==> src/rtl/debug_dump_sequencer_if.sv <==
// Tagged debug stream: FIFO head toward the MicroBlaze link.
interface debug_dump_sequencer_if #(
  parameter int NB_FRAME = 32,
  parameter int NB_SEL   = 6
);
  logic [NB_FRAME-1:0] data;
  logic [NB_SEL-1:0]   tag;
  logic                last;
  logic                data_valid;
  logic                data_ready;

  modport master (
    output data, tag, last, data_valid,
    input  data_ready
  );

  modport slave (
    input  data, tag, last, data_valid,
    output data_ready
  );
endinterface

==> src/rtl/debug_dump_sequencer.sv <==
// Debug snapshot sequencer: freezes the core, walks the debug sources
// and streams each source's word burst with tag and last markers.
module debug_dump_sequencer #(
  parameter int NB_FRAME   = 32,
  parameter int NB_SEL     = 6,
  parameter int MAX_WORDS  = 3,
  parameter int FIFO_DEPTH = 8,
  parameter int DRAIN_MAX  = 15
) (
  input  logic                   i_clock,
  input  logic                   i_reset,
  input  logic                   i_start,
  input  logic [2:0]             i_src_mask,
  output logic [NB_SEL-1:0]      o_select,
  input  logic [NB_FRAME-1:0]    i_frame,
  input  logic                   i_eod,
  output logic                   o_halt,
  output logic                   o_busy,
  output logic                   o_done,
  output logic                   o_error,
  debug_dump_sequencer_if.master stream
);
  localparam int AW  = $clog2(FIFO_DEPTH);
  localparam int CW  = $clog2(MAX_WORDS + 1);
  localparam int DW  = $clog2(DRAIN_MAX + 1);
  localparam int LIM = FIFO_DEPTH - MAX_WORDS - 1;

  typedef enum logic [2:0] {
    IDLE, WAIT_SPACE, ISSUE, CAPTURE, DRAIN, FLUSH
  } state_t;

  state_t state, state_d;

  logic [5:0]          idx;
  logic [2:0]          mask_q;
  logic                pend_v;
  logic [NB_FRAME-1:0] pend_d;
  logic [CW-1:0]       wcnt;
  logic [DW-1:0]       dcnt;
  logic                err_q;

  logic [NB_FRAME-1:0] mem_d [FIFO_DEPTH];
  logic [NB_SEL-1:0]   mem_t [FIFO_DEPTH];
  logic                mem_l [FIFO_DEPTH];
  logic [AW-1:0]       wp, rp;
  logic [AW:0]         cnt;

  logic [NB_SEL-1:0] cur_id, sel;
  logic [6:0]        first, nxt;
  logic              done, push, push_l, pop, valid;
  logic              ld_first, ld_pend, clr_pend;
  logic              wclr, winc, dclr, dinc, adv, set_err;

  // Source index 0..40: GPR 0..31, PC at 32, latch groups at 33..40.
  function automatic logic [6:0] seek(
    input logic [5:0] c,
    input logic [2:0] m
  );
    logic [6:0] r;
    r = '0;
    if (c <= 6'd31 && m[0])
      r = {1'b1, c};
    else if (c <= 6'd32 && m[1])
      r = {1'b1, 6'd32};
    else if (c <= 6'd40 && m[2])
      r = {1'b1, (c < 6'd33) ? 6'd33 : c};
    return r;
  endfunction

  always_comb begin
    if (idx < 6'd32)
      cur_id = NB_SEL'(idx);
    else if (idx == 6'd32)
      cur_id = NB_SEL'(6'd34);
    else
      cur_id = NB_SEL'(idx + 6'd3);
  end

  assign first = seek(6'd0, i_src_mask);
  assign nxt   = seek(idx + 6'd1, mask_q);

  always_ff @(posedge i_clock) begin
    if (i_reset)
      state <= IDLE;
    else
      state <= state_d;
  end

  always_comb begin
    state_d  = state;
    sel      = '1;
    done     = 1'b0;
    push     = 1'b0;
    push_l   = 1'b0;
    ld_first = 1'b0;
    ld_pend  = 1'b0;
    clr_pend = 1'b0;
    wclr     = 1'b0;
    winc     = 1'b0;
    dclr     = 1'b0;
    dinc     = 1'b0;
    adv      = 1'b0;
    set_err  = 1'b0;
    unique case (state)
      IDLE: begin
        if (i_start) begin
          ld_first = 1'b1;
          state_d  = first[6] ? WAIT_SPACE : FLUSH;
        end
      end
      WAIT_SPACE: begin
        if (int'(cnt) <= LIM)
          state_d = ISSUE;
      end
      ISSUE: begin
        sel      = cur_id;
        wclr     = 1'b1;
        clr_pend = 1'b1;
        state_d  = CAPTURE;
      end
      CAPTURE: begin
        push = pend_v;
        if (i_eod) begin
          push_l   = 1'b1;
          clr_pend = 1'b1;
          adv      = 1'b1;
          state_d  = nxt[6] ? WAIT_SPACE : FLUSH;
        end else begin
          ld_pend = 1'b1;
          winc    = 1'b1;
          if (wcnt == CW'(MAX_WORDS - 1)) begin
            set_err = 1'b1;
            dclr    = 1'b1;
            state_d = DRAIN;
          end
        end
      end
      DRAIN: begin
        // The truncating word waits one cycle in pending to get its last flag.
        push     = pend_v;
        push_l   = 1'b1;
        clr_pend = 1'b1;
        if (i_eod || dcnt == DW'(DRAIN_MAX - 1)) begin
          set_err = ~i_eod;
          adv     = 1'b1;
          state_d = nxt[6] ? WAIT_SPACE : FLUSH;
        end else begin
          dinc = 1'b1;
        end
      end
      FLUSH: begin
        if (cnt == '0 && !pend_v) begin
          done    = 1'b1;
          state_d = IDLE;
        end
      end
      default: state_d = IDLE;
    endcase
  end

  always_ff @(posedge i_clock) begin
    if (i_reset) begin
      idx    <= '0;
      mask_q <= '0;
      pend_v <= 1'b0;
      pend_d <= '0;
      wcnt   <= '0;
      dcnt   <= '0;
      err_q  <= 1'b0;
    end else begin
      if (ld_first) begin
        idx    <= first[5:0];
        mask_q <= i_src_mask;
      end else if (adv) begin
        idx <= nxt[5:0];
      end
      if (clr_pend) begin
        pend_v <= 1'b0;
      end else if (ld_pend) begin
        pend_v <= 1'b1;
        pend_d <= i_frame;
      end
      if (wclr)
        wcnt <= '0;
      else if (winc)
        wcnt <= wcnt + CW'(1);
      if (dclr)
        dcnt <= '0;
      else if (dinc)
        dcnt <= dcnt + DW'(1);
      if (ld_first)
        err_q <= 1'b0;
      else if (set_err)
        err_q <= 1'b1;
    end
  end

  assign valid = (cnt != '0);
  assign pop   = valid && stream.data_ready;

  always_ff @(posedge i_clock) begin
    if (i_reset) begin
      wp  <= '0;
      rp  <= '0;
      cnt <= '0;
    end else begin
      assert (!(push && !pop && cnt == (AW+1)'(FIFO_DEPTH)));
      if (push) begin
        mem_d[wp] <= pend_d;
        mem_t[wp] <= cur_id;
        mem_l[wp] <= push_l;
        wp        <= wp + AW'(1);
      end
      if (pop)
        rp <= rp + AW'(1);
      cnt <= cnt + (AW+1)'(push) - (AW+1)'(pop);
    end
  end

  assign stream.data       = valid ? mem_d[rp] : '0;
  assign stream.tag        = valid ? mem_t[rp] : '0;
  assign stream.last       = valid ? mem_l[rp] : 1'b0;
  assign stream.data_valid = valid;

  assign o_select = sel;
  assign o_done   = done;
  assign o_busy   = (state != IDLE) && !done;
  assign o_halt   = o_busy;
  assign o_error  = err_q;
endmodule

==> src/flat_wrapper.sv <==
// flat-port wrapper written by rule: the top's interface ports become plain ports
module debug_dump_sequencer_flat 
#(
  parameter int NB_FRAME   = 32,
  parameter int NB_SEL     = 6,
  parameter int MAX_WORDS  = 3,
  parameter int FIFO_DEPTH = 8,
  parameter int DRAIN_MAX  = 15
)
  (i_clock, i_reset, i_start, i_src_mask, o_select, i_frame, i_eod, o_halt, o_busy, o_done, o_error, stream_data, stream_tag, stream_last, stream_data_valid, stream_data_ready);
  debug_dump_sequencer_if #(.NB_FRAME(NB_FRAME), .NB_SEL(NB_SEL)) stream_i ();
  input  logic i_clock;
  input  logic i_reset;
  input  logic i_start;
  input  logic [2:0] i_src_mask;
  output logic [NB_SEL-1:0] o_select;
  input  logic [NB_FRAME-1:0] i_frame;
  input  logic i_eod;
  output logic o_halt;
  output logic o_busy;
  output logic o_done;
  output logic o_error;
  output wire logic [$bits(stream_i.data)-1:0] stream_data;
  output wire logic [$bits(stream_i.tag)-1:0] stream_tag;
  output wire logic [$bits(stream_i.last)-1:0] stream_last;
  output wire logic [$bits(stream_i.data_valid)-1:0] stream_data_valid;
  input wire logic [$bits(stream_i.data_ready)-1:0] stream_data_ready;
  assign stream_data = stream_i.data;
  assign stream_tag = stream_i.tag;
  assign stream_last = stream_i.last;
  assign stream_data_valid = stream_i.data_valid;
  assign stream_i.data_ready = stream_data_ready;
  debug_dump_sequencer #(.NB_FRAME(NB_FRAME), .NB_SEL(NB_SEL), .MAX_WORDS(MAX_WORDS), .FIFO_DEPTH(FIFO_DEPTH), .DRAIN_MAX(DRAIN_MAX)) u_core (.i_clock(i_clock), .i_reset(i_reset), .i_start(i_start), .i_src_mask(i_src_mask), .o_select(o_select), .i_frame(i_frame), .i_eod(i_eod), .o_halt(o_halt), .o_busy(o_busy), .o_done(o_done), .o_error(o_error), .stream(stream_i));
endmodule
==> config.mk <==
export PLATFORM = sky130hd
export DESIGN_NAME = debug_dump_sequencer_flat
export DESIGN_NICKNAME = d
export VERILOG_FILES = /design/src/rtl/debug_dump_sequencer_if.sv /design/src/rtl/debug_dump_sequencer.sv /design/src/flat_wrapper.sv
export SDC_FILE = /design/constraint.sdc
export NUM_CORES = 1
export LEC_CHECK = 0
export CAP_MARGIN = 0
export CORE_UTILIZATION = 40
export DETAILED_ROUTE_END_ITERATION = 6
export GPL_ROUTABILITY_DRIVEN = 0
export PLACE_DENSITY = 0.66
export SYNTH_ARGS = -nofsm -noshare
export SYNTH_HDL_FRONTEND = slang
export SYNTH_SLANG_ARGS = --single-unit
==> constraint.sdc <==
create_clock -name i_clock -period 7.65 [get_ports i_clock]
set_input_delay 1.53 -clock i_clock [delete_from_list [all_inputs] [get_ports i_clock]]
set_output_delay 1.53 -clock i_clock [all_outputs]
set_load 0.01 [all_outputs]
# Yosys cells after proc, flatten, opt, wreduce, memory -nomap -nowiden
# Memory sizes are Yosys's and may differ from the RTL's. A register that Yosys moved wholly into a read port is not among the register bits.
# Index checks and enable logic that the tools add are counted.
# word_totals
word_cells	118
output_inout_bits	50
input_bits	40
ramBits	312
ff_bits	62
memories	3
# memory_table
name	words	width	rd	rd_ports_with_merged_regs	write_ports	line_no	source
u_core.mem_d	8	32	1	1	1	debug_dump_sequencer.sv:42	logic [NB_FRAME-1:0] mem_d [FIFO_DEPTH];
u_core.mem_t	8	6	1	1	1	debug_dump_sequencer.sv:43	logic [NB_SEL-1:0] mem_t [FIFO_DEPTH];
u_core.mem_l	8	1	1	1	1	debug_dump_sequencer.sv:44	logic mem_l [FIFO_DEPTH];
# op_classes
eq_ne	13
n_addsub	8
magnitude_cmp	6
bitwise	2
reduce_logical	22
n_mux	53
# ops
cell	n
2-to-1 mux 3 bit	14
2-to-1 mux 6 bit	7
2-to-1 mux 7 bit	6
2-to-1 mux 32 bit	1
2-to-1 mux 1 bit	20
case mux 3 bit (6 select lines)	1
less-or-equal comparator 6 bit, second input constant	2
< comparator 6 bit, second input constant	2
OR reduction 2 bit	6
case mux 1 bit (2 select lines)	4
adder 3 x 1 -> 3 bit, second input constant	2
adder 6 x 1 -> 6 bit, second input constant	1
adder 6 x 2 -> 6 bit, second input constant	1
equality test 3 x 2 -> 1 bit, second input constant	2
equality test 3 bit, second input constant	2
equality test 6 bit, second input constant	1
less-or-equal comparator 6 x 5 -> 1 bit, second input constant	1
logical AND 1 bit	6
inequality test 2 x 1 -> 1 bit, second input constant	3
AND reduction 5 bit	1
adder 4 x 1 -> 4 bit	1
adder 4 x 1 -> 4 bit, second input constant	1
equality test 4 bit, second input constant	1
less-or-equal comparator 4 x 3 -> 1 bit, second input constant	1
15 further kinds	17

# Longest topological paths before layout
# Gate-level depths: netlist of run 1.
# depth
ltp_word	9
depth_mapped	11
ltp_nobuf	11

# Worst setup path after synthesis of run 1
# OpenSTA, ideal clock, no wires.
# synth_timing
kind	input port to flip-flop
from	input i_reset
to	memory u_core.mem_d[0][0], enable pin
arrival_ns	4.775
path_buffers	1
setup_time_ns	0.484
t_required_ns	7.166
slack_ns	2.391
stages	3
cell_sequence	clkbuf_1 -> or3_1 -> nor3_1
# synth_between
elab_chain_cells	2
# synth_lines
item	line_no	source
start, declared	flat_wrapper.sv:13	input logic i_reset;
2-to-1 mux 1 bit	debug_dump_sequencer.sv:202	if (i_reset) begin
2-to-1 mux 1 bit (implied by the code)	debug_dump_sequencer.sv:209	mem_d[wp] <= pend_d;
end, declared	debug_dump_sequencer.sv:42	
# Every way passes these cells.

# Final worst setup path of run 1
# layout_timing
from	register u_core.cnt[2]
to	output o_halt
# layout_between
elab_chain_cells	6
# layout_lines
item	line_no	source
start, declared	debug_dump_sequencer.sv:46	logic [AW:0] cnt;
start signal, assigned	debug_dump_sequencer.sv:216	cnt <= cnt + (AW+1)'(push) - (AW+1)'(pop);
zero test 4 bit	debug_dump_sequencer.sv:152	if (cnt == '0 && !pend_v) begin
logical AND 1 bit	debug_dump_sequencer.sv:152	
2-to-1 mux 1 bit	debug_dump_sequencer.sv:152	
2-to-1 mux 1 bit	debug_dump_sequencer.sv:104	unique case (state)
zero test 1 bit	debug_dump_sequencer.sv:227	assign o_busy = (state != IDLE) && !done;
logical AND 1 bit	debug_dump_sequencer.sv:227	
end, declared	flat_wrapper.sv:19	output logic o_halt;
# Every way passes these cells.

==> results.toml, run 1 <==
[status]
status = "completed"

[synthesis]
synth_area_sq_um = 15000
seq_area_frac_synth_pct = 71.3
ys_async_sr_fraction_pct = 0
synth_top_family_by_area = "multiplexers"
synthMuxAreaShare_pct = 14.4
synth_fp_nets = 951
ys_seq_elements = 377
synthAdderAreaFrac_pct = 1.30
synth-simple-area-share_pct = 6.92
synth.most_common_cell = "edfxtp_1"
synth-edff-count = 312
synth_cell_types = 54
syn_avg_cell_area_sq_um = 16.7
synth.top_cell.area_share_pct = 62.6
synth_xor_area_share_pct = 0.936
yosysWarningCount = 0
ys_top_cells_by_area = "edfxtp_1, mux4_2, dfxtp_1, mux2i_1, nand2_1"
synth_compound_area_share_pct = 3.18
syn_inst = 896
synth_flop_cell = "edfxtp_1"
yosys-top-cells-count = "edfxtp_1, nand2_1, nor2_1"
synth.largest_area_cell = "edfxtp_1"

[timing]
maxSlewViolCount = 0
whs_ps = 456
slew_headroom_pct = 26.5
finalCritPeriodShare_pct = 65.8
rsz0062_at_grt = "no"
hold_viol = 0
layout_min_cycle_time_ps = 5040
setup_viol_count_final = 0
skew_ps = 25.1
tightest_slew_ps = 1100
fmax_mhz = 199
fin_setup_tns_ps = 0

[detailed_routing]
wirelength_um = 31100
routedWlPerCell_um = 20.8
drt_iter0_drc = 538
ant_nets = 0
drt-pass1-iter-count = 5
vias = 7985
drc = 0
viasPerCell = 5.36

[job]
maxCapViolCount = 0

[clocking]
cts_max_level = 2
hold_buffers = 0
post-cts-setup-buffers = 0
clkSinkCount = 377
clk_path_buf_depth = 3
clk_latency_ps = 520
cts_buffers = 40
cts_tree = "yes"
clk_pin_slew_ps = 60
cts_root_buf = "clkbuf_16"
ctsResizeCount = 0

[power_and_ir_drop]
clkPwrFrac_pct = 33.3
power_switching_mw = 1.56
combPwrFrac_pct = 24.7
p_per_area_nw_per_um2 = 324
ir_drop_uv = 154
p_seq_share_pct = 42.1
p_leak_nw = 5.69
p_int_mw = 4.20
switching_share_pct = 27.1

[setup_path]
end_kind = "output pin"
cp_data_required_time_ps = 6120
cp-start-kind = "register"
worstSetupPathType = "register to output pin"
critPathMaxFanout = 25
r2r_slack_ps = 4200
cp.arrival_ps = 3510

[worst_hold_path]
hp-class = "register to register"

[layout]
nNetsFinal = 1046
regArea_sq_um = 10700
post-route-util_pct = 48.4
synthToLayoutAreaGrowth_pct = 18.6
n_antenna_cell = 0
multiInputGateArea_sq_um = 4090
drive_gt1_share_pct = 17.1
num-fill-cells = 3058

[die]
die_area_sq_um = 38200
die_h_um = 195
num_rows = 70
initial_utilization_pct = 40.8
io_pins = 90
die_x_um = 195
core_area_sq_um = 36700

[placed_design]
io_buffers = 89
place_hpwl_um = 17300

[global_route]
grt_first_pass_wirelength_um = 47300
use_met3_pct = 2.52
track_usage_pct = 16.3
antenna_found_initial = 0
use_met2_pct = 27.3
overflow = 0
top_usage_layer = "met2"
met1_usage_pct = 22.7
grt_max_degree = 58
grt_pass1_vias = 8057
-- state kept, by name, summed over array words and instances (netlist names), named ones only --
name / cells
u_core.wp: 3
u_core.mem_d: 256
u_core.o_error: 1
u_core.pend_d: 32
u_core.dcnt: 4
u_core.mem_l: 8
u_core.wcnt: 2
u_core.cnt: 4
u_core.mem_t: 48
u_core.pend_v: 1
u_core.state: 3
u_core.mask_q: 3
u_core.idx: 6
u_core.rp: 3
-- cell usage in the layout, fill, tap and decap left out, types with 4 or more instances in the layout --
cell type        instances
xor2_1                   6
nand2_1                 87
clkbuf_1                12
clkbuf_16               42
clkdlybuf4s50_1         88
mux2i_1                 40
a21oi_1                 45
nor2_1                  75
nor2b_1                  4
edfxtp_1               312
nor3_1                   6
a211oi_1                 4
nor2_4                   7
ha_1                    14
inv_1                   14
mux4_2                  78
xnor2_1                 10
buf_4                   16
clkbuf_8                 6
nand2b_1                 7
or3_1                    4
nand3_1                  8
clkinv_1                 9
dfxtp_1                 62
-- layout make-up --
type,count,area share (%)
flip-flops and latches,377,60.2
multi-input cells,450,23.0
clock buffers,60,6.64
repair buffers,105,5.67
well taps,468,3.30
clock inverters,14,0.839
inverters,17,0.359
-- worst max-delay path, stage by stage (launching register included) --
cell and delay, ps:
dfxtp_1 310, inv_1 70, ha_1 160, nor3b_4 890, buf_4 490, nand3_1 200
a211o_1 350, clkdlybuf4s50_1 490
-- stage by stage --
step	power (mW)	setup slack [ps]	cell area, sq um	std cells
after floorplan	3.31	2390	15000	896
after global placement	3.90	3190	16400	1417
after detailed placement	3.91	3110	16400	1417
after CTS	5.82	2530	17800	1491
after global routing	6.01	2390	17800	1491
final	5.76	2610	17800	1491
-- power groups by stage --
| stage | Sequential (mW) | Combinational, mW | Clock, mW |
|---|---|---|---|
| floorplan | 2.35 | 0.960 | 0 |
| global placement | 2.46 | 1.44 | 0 |
| detailed placement | 2.47 | 1.44 | 0 |
| CTS | 2.43 | 1.45 | 1.94 |
| global route | 2.44 | 1.55 | 2.02 |
| finish | 2.42 | 1.42 | 1.91 |
-- logic make-up after synthesis --
family                     Yosys count
muxes                              118
adders and majority gates           15
xor gates and xnor gates            16
DFF                                377
and+or+nand+nor                    226
buffers and inverters               69
AOI/OAI and AO/OA                   75
-- layer usage --
layer,part of all wire [%],routed length [um],up-vias
li1,-,-,3630
met1,45,14100,4105
met2,48,15000,214
met3,4.9,1530,36
met4,1.2,373,0
met5,0,0,-
-- final timing paths --
check,start,endpoint,cells past startpoint
worst max-delay path,u_core.cnt[2]$_SDFF_PP0_,o_halt,7
worst min-delay path,u_core.mask_q[0]$_SDFFE_PP0P_,u_core.mask_q[0]$_SDFFE_PP0P_,2
worst max register to register,u_core.state[2]$_SDFFE_PP0P_,u_core.mem_d[4][2]$_DFFE_PP_,6
worst min register to register,u_core.mask_q[0]$_SDFFE_PP0P_,u_core.mask_q[0]$_SDFFE_PP0P_,2
No activity file was read; power rests on OpenSTA's default activity.
==> run 2, diff against run 1 <==
Settings changed: PLACE_DENSITY 0.66 to 0.69.
Clock period 7.65 ns to 4.4 ns, I/O delays scaled along.
==> results.toml, run 2 (synthesis gave the netlist of run 1 again) <==
[timing]
skew_ps = 17.7
maxSlewViolCount = 0
finalCritPeriodShare_pct = 88.2
rsz0062_at_grt = "no"
fmax_mhz = 258
setup_viol_count_final = 0
hold_viol = 0
setup_ws_ps = 520
tightest_slew_ps = 905
layout_min_cycle_time_ps = 3880
slew_headroom_pct = 39.1
fin_setup_tns_ps = 0

[setup_path]
rr_endpoint = "u_core.mem_d[6][12]$_DFFE_PP_"
crit_start = "u_core.idx[0]$_SDFFE_PP0P_"
critPathMaxFanout = 9
critPathBufInv = 2
end_kind = "output pin"
critPathTopFamily = "simple AND/OR/NAND/NOR gates"
crit_end = "o_select[0]"
crit_slowest_cell = "or4b_1"
slowest_delay_ps = 560
cp_data_required_time_ps = 3520
crit_cells = 7
cp-start-kind = "register"
rr_startpoint = "u_core.state[2]$_SDFFE_PP0P_"
cp_cell_sequence = "inv_2, ha_1, or4b_1, nand3_1, o21ai_1, or4b_1, clkdlybuf4s50_1"
crit_top_cell = "or4b_1"
cp.arrival_ps = 3000
rr_worst_depth = 6
r2r_slack_ps = 1250
worstSetupPathType = "register to output pin"

[placed_design]
io_buffers = 89
place_hpwl_um = 17700
placed_area_sq_um = 16600
dp_cells = 1422
dp_slack_ps = 1110

[die]
initial_utilization_pct = 40.8
core_area_sq_um = 36700
die_h_um = 195
die_area_sq_um = 38200
io_pins = 90
die_x_um = 195
num_rows = 70

[power_and_ir_drop]
p_int_mw = 7.29
p_per_area_nw_per_um2 = 563
power_switching_mw = 2.77
p_leak_nw = 5.73
p_seq_share_pct = 41.2
combPwrFrac_pct = 25.7
clkPwrFrac_pct = 33.1
switching_share_pct = 27.5
ir_drop_uv = 319

[clocking]
post-cts-setup-buffers = 0
cts_root_buf = "clkbuf_16"
clk_path_buf_depth = 3
cts_buffers = 38
clk_latency_ps = 530
cts_max_level = 2
hold_buffers = 0
cts_tree = "yes"
clkSinkCount = 377
ctsResizeCount = 0
clk_pin_slew_ps = 70

[status]
status = "completed"

[layout]
top_register = "u_core.mem_d"
top_regs = "u_core.mem_d: 256 flops, u_core.mem_t: 48 flops, u_core.pend_d: 32 flops"
final_cells = 1492
drive_gt1_share_pct = 18.2
nNetsFinal = 1049
largest_reg_flops = 256
post-route-util_pct = 48.7
synthToLayoutAreaGrowth_pct = 19.5
final_common_cell = "edfxtp_1"
final_cell_mix = "edfxtp_1, clkdlybuf4s50_1, nand2_1"
postLayoutCellArea_sq_um = 17900
n_antenna_cell = 0

[detailed_routing]
viasPerCell = 5.38
vias = 8031
drt_iter0_drc = 550
wirelength_um = 31700
drc = 0
drt-pass1-iter-count = 5
routedWlPerCell_um = 21.2
ant_nets = 0

[global_route]
use_met2_pct = 28.3
met1_usage_pct = 23.3
grt_first_pass_wirelength_um = 48600
track_usage_pct = 16.9
antenna_found_initial = 0
grt_pass1_vias = 8152
grt_max_degree = 61
overflow = 0
top_usage_layer = "met2"
use_met3_pct = 2.66

[worst_hold_path]
hp-class = "register to register"
worstHoldPathCells = 2

[job]
maxCapViolCount = 0
==> run 2: cell count changes in the layout (fill, tap and decap cells not counted), sizes merged <==
| cell | delta |
|---|---|
| clkbuf | -11 |
| clkinv | +1 |
| clkinvlp | +1 |
| inv | +3 |
| bufinv | +2 |
| buf | +5 |
==> run 2: how the worst min path moves through the flow <==
stage / startpoint / to / slack (ps)
2_1_floorplan: u_core.mask_q[0]$_SDFFE_PP0P_ / u_core.mask_q[0]$_SDFFE_PP0P_ / 440
3_3_place_gp: u_core.mask_q[0]$_SDFFE_PP0P_ / u_core.mask_q[0]$_SDFFE_PP0P_ / 450
3_5_place_dp: u_core.mask_q[0]$_SDFFE_PP0P_ / u_core.mask_q[0]$_SDFFE_PP0P_ / 460
4_1_cts: u_core.mask_q[0]$_SDFFE_PP0P_ / u_core.mask_q[0]$_SDFFE_PP0P_ / 470
5_1_grt: u_core.mask_q[0]$_SDFFE_PP0P_ / u_core.mask_q[0]$_SDFFE_PP0P_ / 510
6_report: u_core.mask_q[0]$_SDFFE_PP0P_ / u_core.mask_q[0]$_SDFFE_PP0P_ / 470
==> run 2: stage by stage <==
step                power (mW)  hold slack [ps]
floorplan                 5.76              436
finish                    10.1              466
CTS                       10.2              468
global route              10.5              508
global placement          6.84              447
detailed placement        6.86              459
==> run 2: layout make-up <==
class	instances	area (sq um)
Clock buffer	49	1020
Inverter	17	63.8
Sequential cell	377	10700
Fill cell	3008	18800
Tap cell	468	586
Multi-Input combinational cell	450	4080
Clock inverter	21	275
Timing Repair Buffer	110	1170
==> run 2: layer usage <==
| metal | part of all wire (%) | vias to the layer above | wire length [um] |
|---|---|---|---|
| met5 | 0 | - | 0 |
| met4 | 1.6 | 0 | 495 |
| met3 | 5.2 | 39 | 1650 |
| met2 | 49 | 217 | 15700 |
| met1 | 44 | 4139 | 13900 |
| li1 | - | 3636 | - |
==> run 2: worst min-delay path, stage by stage, from the launching register on <==
cell     delay (ps)
dfxtp_1         310
nand2_1          50
a21oi_1          50
==> run 2: power groups by stage <==
stage	combinational (mW)	clock (mW)	sequential (mW)
finish	2.59	3.33	4.15
CTS	2.66	3.38	4.15
global placement	2.62	0	4.21
detailed placement	2.64	0	4.22
floorplan	1.67	0	4.09
global route	2.81	3.53	4.17
